### src/rtl/pipe_stage_skid.sv
// Pipeline stage register with valid/ready handshake, two-entry skid buffer and flush.
// Define PIPE_STAGE_STATS_EN to build the stall/bubble counters; otherwise they read 0.
module pipe_stage_skid #(
    parameter int DATA_W = 64,
    parameter int CNT_W  = 16
) (
    input  logic              Clk,
    input  logic              Reset,
    input  logic              Flush,
    input  logic              in_valid,
    output logic              in_ready,
    input  logic [DATA_W-1:0] in_data,
    output logic              out_valid,
    input  logic              out_ready,
    output logic [DATA_W-1:0] out_data,
    output logic [CNT_W-1:0]  stall_cnt,
    output logic [CNT_W-1:0]  bubble_cnt
);

    typedef enum logic [1:0] {
        EMPTY = 2'd0,
        FULL  = 2'd1,
        SKID  = 2'd2
    } state_t;

    state_t            state_reg, state_next;
    logic [DATA_W-1:0] main_reg, main_next;
    logic [DATA_W-1:0] skid_reg, skid_next;
    logic              in_fire, out_fire;

    // Handshake outputs come straight from the state register: no combinational ready path.
    assign in_ready  = (state_reg != SKID);
    assign out_valid = (state_reg != EMPTY);
    assign out_data  = main_reg;

    assign in_fire  = in_valid & in_ready;
    assign out_fire = out_valid & out_ready;

    always_comb begin
        state_next = state_reg;
        main_next  = main_reg;
        skid_next  = skid_reg;
        if (Flush) begin
            state_next = EMPTY;
            main_next  = '0;
            skid_next  = '0;
        end else begin
            case (state_reg)
                EMPTY: begin
                    if (in_fire) begin
                        main_next  = in_data;
                        state_next = FULL;
                    end
                end
                FULL: begin
                    if (in_fire && out_fire) begin
                        main_next = in_data;
                    end else if (out_fire) begin
                        state_next = EMPTY;
                    end else if (in_fire) begin
                        // Downstream stalled while a transfer was in flight: park it.
                        skid_next  = in_data;
                        state_next = SKID;
                    end
                end
                SKID: begin
                    if (out_fire) begin
                        main_next  = skid_reg;
                        state_next = FULL;
                    end
                end
                default: begin
                    state_next = EMPTY;
                end
            endcase
        end
    end

    always_ff @(posedge Clk) begin
        if (Reset) begin
            state_reg <= EMPTY;
            main_reg  <= '0;
            skid_reg  <= '0;
        end else begin
            state_reg <= state_next;
            main_reg  <= main_next;
            skid_reg  <= skid_next;
        end
    end

`ifdef PIPE_STAGE_STATS_EN
    // Index 0: stall cycles, index 1: bubble cycles. Both saturate and survive Flush.
    logic [1:0]       cnt_inc;
    logic [CNT_W-1:0] cnt_reg [2];

    assign cnt_inc[0] = out_valid & ~out_ready;
    assign cnt_inc[1] = ~out_valid;

    generate
        for (genvar gi = 0; gi < 2; gi++) begin : gen_cnt
            always_ff @(posedge Clk) begin
                if (Reset) begin
                    cnt_reg[gi] <= '0;
                end else if (cnt_inc[gi] && (cnt_reg[gi] != '1)) begin
                    cnt_reg[gi] <= cnt_reg[gi] + CNT_W'(1);
                end
            end
        end
    endgenerate

    assign stall_cnt  = cnt_reg[0];
    assign bubble_cnt = cnt_reg[1];
`else
    assign stall_cnt  = '0;
    assign bubble_cnt = '0;
`endif

endmodule

### config.mk
export PLATFORM = sky130hd
export DESIGN_NAME = pipe_stage_skid
export DESIGN_NICKNAME = d
export VERILOG_FILES = /design/src/rtl/pipe_stage_skid.sv
export SDC_FILE = /design/constraint.sdc
export NUM_CORES = 1
export LEC_CHECK = 0
export BUFFER_PORTS_ARGS = -buffer_cell sky130_fd_sc_hd__buf_2
export CAP_MARGIN = 10
export CELL_PAD_IN_SITES_DETAIL_PLACEMENT = 1
export CELL_PAD_IN_SITES_GLOBAL_PLACEMENT = 2
export CORE_MARGIN = 10
export CORE_UTILIZATION = 30
export CTS_CLUSTER_SIZE = 12
export DETAILED_ROUTE_END_ITERATION = 8
export GPL_TIMING_DRIVEN = 1
export HOLD_SLACK_MARGIN = 0.1
export PLACE_DENSITY_LB_ADDON = 0.1
export SYNTH_ARGS = -nofsm -noshare
export SYNTH_HDL_FRONTEND = slang
export SYNTH_SLANG_ARGS = --single-unit
### constraint.sdc
create_clock -name Clk -period 1.9 [get_ports Clk]
set_clock_uncertainty 0.05 [all_clocks]
set_input_delay 0.095 -clock Clk [delete_from_list [all_inputs] [get_ports Clk]]
set_output_delay 0.095 -clock Clk [all_outputs]
set_load 0.01 [all_outputs]
# [Yosys cells after proc, flatten, opt, wreduce, memory -nomap -nowiden]
# Cells that the tools add are included.
[op_classes] eq_ne=8 mux=10 n_bitwise=4 reduce_logical=8
[ops] operator="$mux 64" n=3
[ops] operator="$pmux 64 s3" n=1
[ops] operator="$reduce_and 4->1" n=3
[ops] operator="$mux 2" n=5
[ops] operator="$ne 2x2->1 const B" n=5
[ops] operator="$pmux 2 s3" n=1
[ops] operator="$ne 3x3->1 const B" n=1
[ops] operator="$reduce_bool 3->1" n=1
[ops] operator="$and 1x1->1" n=2
[ops] operator="$eq 2x1->1 const B" n=1
[ops] operator="$eq 2x2->1 const B" n=1
[ops] operator="$logic_not 2->1" n=1
[ops] operator="$not 1->1" n=2
[ops] operator="$reduce_bool 2->1" n=1
[ops] operator="$reduce_or 2->1" n=1
[ops] operator="$logic_and 1x1->1" n=1
[totals] ff_bits=130 inputBits=69 elab_cells=33

# [Logic depth before layout (Yosys ltp)]
[depth] depth_word=6 depth_mapped=6 depth_no_buf=3

# [Worst setup path before layout]
# No wires, ideal clock.
[synth_timing] kind="register to register" startpoint="reg state_reg[0]" endpoint="reg main_reg[10], in the netlist out_data[10]" t_arrival_ns=1.233 required_time_ns=1.764 setup_slack_ns=0.531 path_stages_with_launch=6 n_path_buf=2 period_less_slack_ns=1.369 path_cell_list="dfxtp_1 > and3b_1 > a21o_1 > buf_2 > clkbuf_1 > a211oi_1"
[synth_between] elab_chain_cells=5 elab_cells_between_ends=14 cone_classes="6 x eq/ne; 1 x mux; 2 x bitwise; 5 x reduce/logical"
[synth_lines] item="start, declared" line="26" rtl="state_t state_reg, state_next;"
[synth_lines] item="start signal, assigned" line="85" rtl="state_reg <= state_next;"
[synth_lines] item="$ne 2x2->1 or $reduce_bool 2->1 (tied branches)" line="32, 33"
[synth_lines] item="$and 1x1->1, on equally long branches" line="36, 37"
[synth_lines] item="$logic_and 1x1->1" line="56" rtl="if (in_fire && out_fire) begin"
[synth_lines] item="$ne 2x2->1 (no line)"
[synth_lines] item="$reduce_and 4->1 (no line)"
[synth_lines] item="end signal, assigned" line="86" rtl="main_reg <= main_next;"
[synth_lines] item="end, declared" line="27" rtl="logic [DATA_W-1:0] main_reg, main_next;"
# Parallel ways exist; a longest one is shown, timed or not.
# A chain may end at the register's enable or synchronous reset.

# [Final worst setup path]
[layout_timing] startpoint="reg state_reg[1]" endpoint="reg main_reg[43], in the netlist out_data[43]"
# Same word-level chain as after synthesis.

==> impl_metrics.env <==
export IMPL_die_width_um=158
export IMPL_timing_max_transition_violations_final=0
export IMPL_fin_tns_setup_ns=0
export IMPL_multi_input_comb_area_um2=2700
export IMPL_finalWirelength_um=19800
export IMPL_max_slew_margin_rel=0.487
export IMPL_drive_above_1_share=0.239
export IMPL_max_cap_violations=0
export IMPL_numClockSinks=130
export IMPL_p_leak_nw=3.48
export IMPL_post_cts_resized=0
export IMPL_grt_max_degree=61
export IMPL_grt_overflow=0
export IMPL_post_drt_via_cell_ratio=4.95
export IMPL_die_height_um=158
export IMPL_cts_buffers=17
export IMPL_worstMarginPinSlew_ns=0.769
export IMPL_clock_root_buffer="clkbuf_16"
export IMPL_worstPathMaxFanout=24
export IMPL_ir_worst_vdd_uv=582
export IMPL_gp_congestion=0.736
export IMPL_ys_dominant_reg_cell="dfxtp_1"
export IMPL_rsz_0062_raised_after_global_routing="false"
export IMPL_dieArea_um2=24900
export IMPL_cp_cell_sequence="and3b_2 -> buf_4 -> a211oi_1 -> a211oi_1"
export IMPL_slowest_stage="dfxtp_1"
export IMPL_wl_met2_um=9710
export IMPL_synth_compound_gate_area_share=0.231
export IMPL_post_synth_xor_area_fraction=0
export IMPL_clk_insertion_delay_late_ns=0.41
export IMPL_detailroute_wirelength_met3_um=1110
export IMPL_drt_pass1_iter_count=4
export IMPL_total_of_endpoints_with_negative_setup_slack_in_the_final_report=0
export IMPL_ys_seq_elements=130
export IMPL_core_area_um2=18700
export IMPL_drtIter0Drc=210
export IMPL_period_share=0.890
export IMPL_async_flop_share=0
export IMPL_min_period_ns=1.69
export IMPL_grt_pass1_vias=5807
export IMPL_grt_pass1_wl_um=31500
export IMPL_cts_tree="yes"
export IMPL_hold_viol_final=0
export IMPL_placement_io_buffers=134
export IMPL_highest_layer="met4"
export IMPL_routed_wire_length_per_instance_um=18.7
export IMPL_synth_enable_flop_cells=0
export IMPL_ys_warn_count=0
export IMPL_criticalPathCategory="register to register"
export IMPL_cts_h_tree_depth=4
export IMPL_layout_common_cells="buf_2 (134), dfxtp_1 (130), nand2_1 (129), a211oi_1 (128), dlygate4sd3_1 (66)"
export IMPL_initial_utilization=0.304
export IMPL_max_freq_mhz=591
export IMPL_ctsLongestPathBuffers=2
export IMPL_pre_cts_ws_ns=0.211
export IMPL_most_frequent_standard_cell_in_the_layout_excluding_fill_and_tap_cells="buf_2"
export IMPL_combinational_family_with_the_most_area_after_synthesis="compound AO/OA/AOI/OAI gates"
export IMPL_clk_pin_slew_worst_paths_ns=0.05
export IMPL_hpwlAfterDp_um=12900
export IMPL_track_usage=0.159
export IMPL_final_seq_area_um2=2600
export IMPL_cell_repeated_most_along_the_worst_path="a211oi_1"
export IMPL_endpoint_type_of_the_worst_setup_path="register"
export IMPL_detailroute_via_count=5232
export IMPL_post_synth_mux_area_share=0.113
export IMPL_filler_cell_count=2154
export IMPL_timing_critical_path_slowest_cell_delay_ns=0.58
export IMPL_hold_path_class="register to register"
export IMPL_syn_mean_instance_area_um2=9.05
export IMPL_post_synth_instance_area_um2=5690
export IMPL_gate_count_of_the_mapped_netlist=629
export IMPL_layout_nets=879
export IMPL_critical_path_n_buffers_inverters=1
export IMPL_cp_required_ns=2.16
export IMPL_boundaryPins=167
export IMPL_run_status="finished, final reports clean"
export IMPL_start_kind="register"
export IMPL_route_layer_met1_wl_um=8800
export IMPL_post_synthesis_simple_gate_area_fraction=0.0992
export IMPL_part_of_the_yosys_area_used_for_sequential_elements=0.457
export IMPL_grt_antenna_before_repair=1
export IMPL_area_growth_syn_to_layout_pct=37.1
export IMPL_area_share_of_fa_ha_maj_cells_after_synthesis=0
export IMPL_crit_arrival_ns=1.96
export IMPL_final_setup_worst_slack_ns=0.209
export IMPL_synth_lib_cells_used_distinct=24
export IMPL_antenna_violating_nets_post_route=0
export IMPL_power_density_nw_per_um2=859
export IMPL_worst_hold_slack_ns=0.403
export IMPL_route_detailed_drc=0
export IMPL_std_cell_rows=50
export IMPL_critical_path_top_delay_family="flip-flops"
report_power, final:
part	internal [mW]	switching [mW]	total (mW)
logic	0.347	0.412	0.759
registers	2.80	0.0464	2.85
clock network	1.93	1.16	3.09
total	5.08	1.62	6.70
per-layer routing:
layer  vias to the layer above  global-route usage
li1                       2552                   -
met5                         -                   0
met2                       105               0.272
met3                        14              0.0510
met1                      2561               0.188
met4                         0              0.0361
tightest hold or removal path: cells and delay by family, from the launching register on:
family | cells | cell delay [ns]
AOI/OAI and AO/OA | 1 | 0.05
DFF | 1 | 0.30
and+or+nand+nor | 1 | 0.05
final timing paths:
path	start	endpoint	slack [ns]	cells past startpoint
hold / removal	skid_reg[2]	skid_reg[2]	0.40	2
setup / recovery	state_reg[1]	out_data[43]	0.21	4
hold reg to reg	skid_reg[2]	skid_reg[2]	0.40	2
setup reg to reg	state_reg[1]	out_data[43]	0.21	4
metrics by stage:
| stage | power [mW] | cells | utilization | area (µm²) |
|---|---|---|---|---|
| 6_report | 6.70 | 1058 | 0.417 | 7800 |
| 5_1_grt | 7.00 | 1058 | 0.417 | 7800 |
| 4_1_cts | 6.80 | 1053 | 0.415 | 7750 |
| 3_5_place_dp | 3.56 | 955 | 0.350 | 6540 |
| 3_3_place_gp | 3.54 | 955 | 0.350 | 6540 |
| 2_1_floorplan | 3.30 | 660 | - | 5810 |
Yosys cell counts, drive strengths merged (2+ instances only):
library cell	instances	share of area
dfxtp	130	0.46
nand2	129	0.085
a211oi	128	0.17
buf	82	0.089
a21oi	65	0.057
mux2i	64	0.11
clkbuf	15	0.0099
a21o	2	0.0026
nand2b	2	0.0022
or2	2	0.0022
kinds of logic after synthesis:
family / Yosys count
AOI/OAI and AO/OA: 197
and+or+nand+nor: 140
buffers and inverters: 97
muxes: 64
other: 1
DFF: 130
timing repair:
action | in CTS | in global routing
setup endpoints to repair | 0 | 1
buffers inserted | 0 | 4
hold buffers | 66 | 0
endpoints found under the hold margin | 130 | 0
final cells by class:
cell class / count / area share
Antenna cell: 1 / 0.000321
Tap cell: 234 / 0.0375
Sequential cell: 130 / 0.334
Multi-Input combinational cell: 433 / 0.346
Clock inverter: 5 / 0.00642
Clock buffer: 27 / 0.0645
Timing Repair Buffer: 228 / 0.212
No activity file was read; power rests on OpenSTA's default activity.
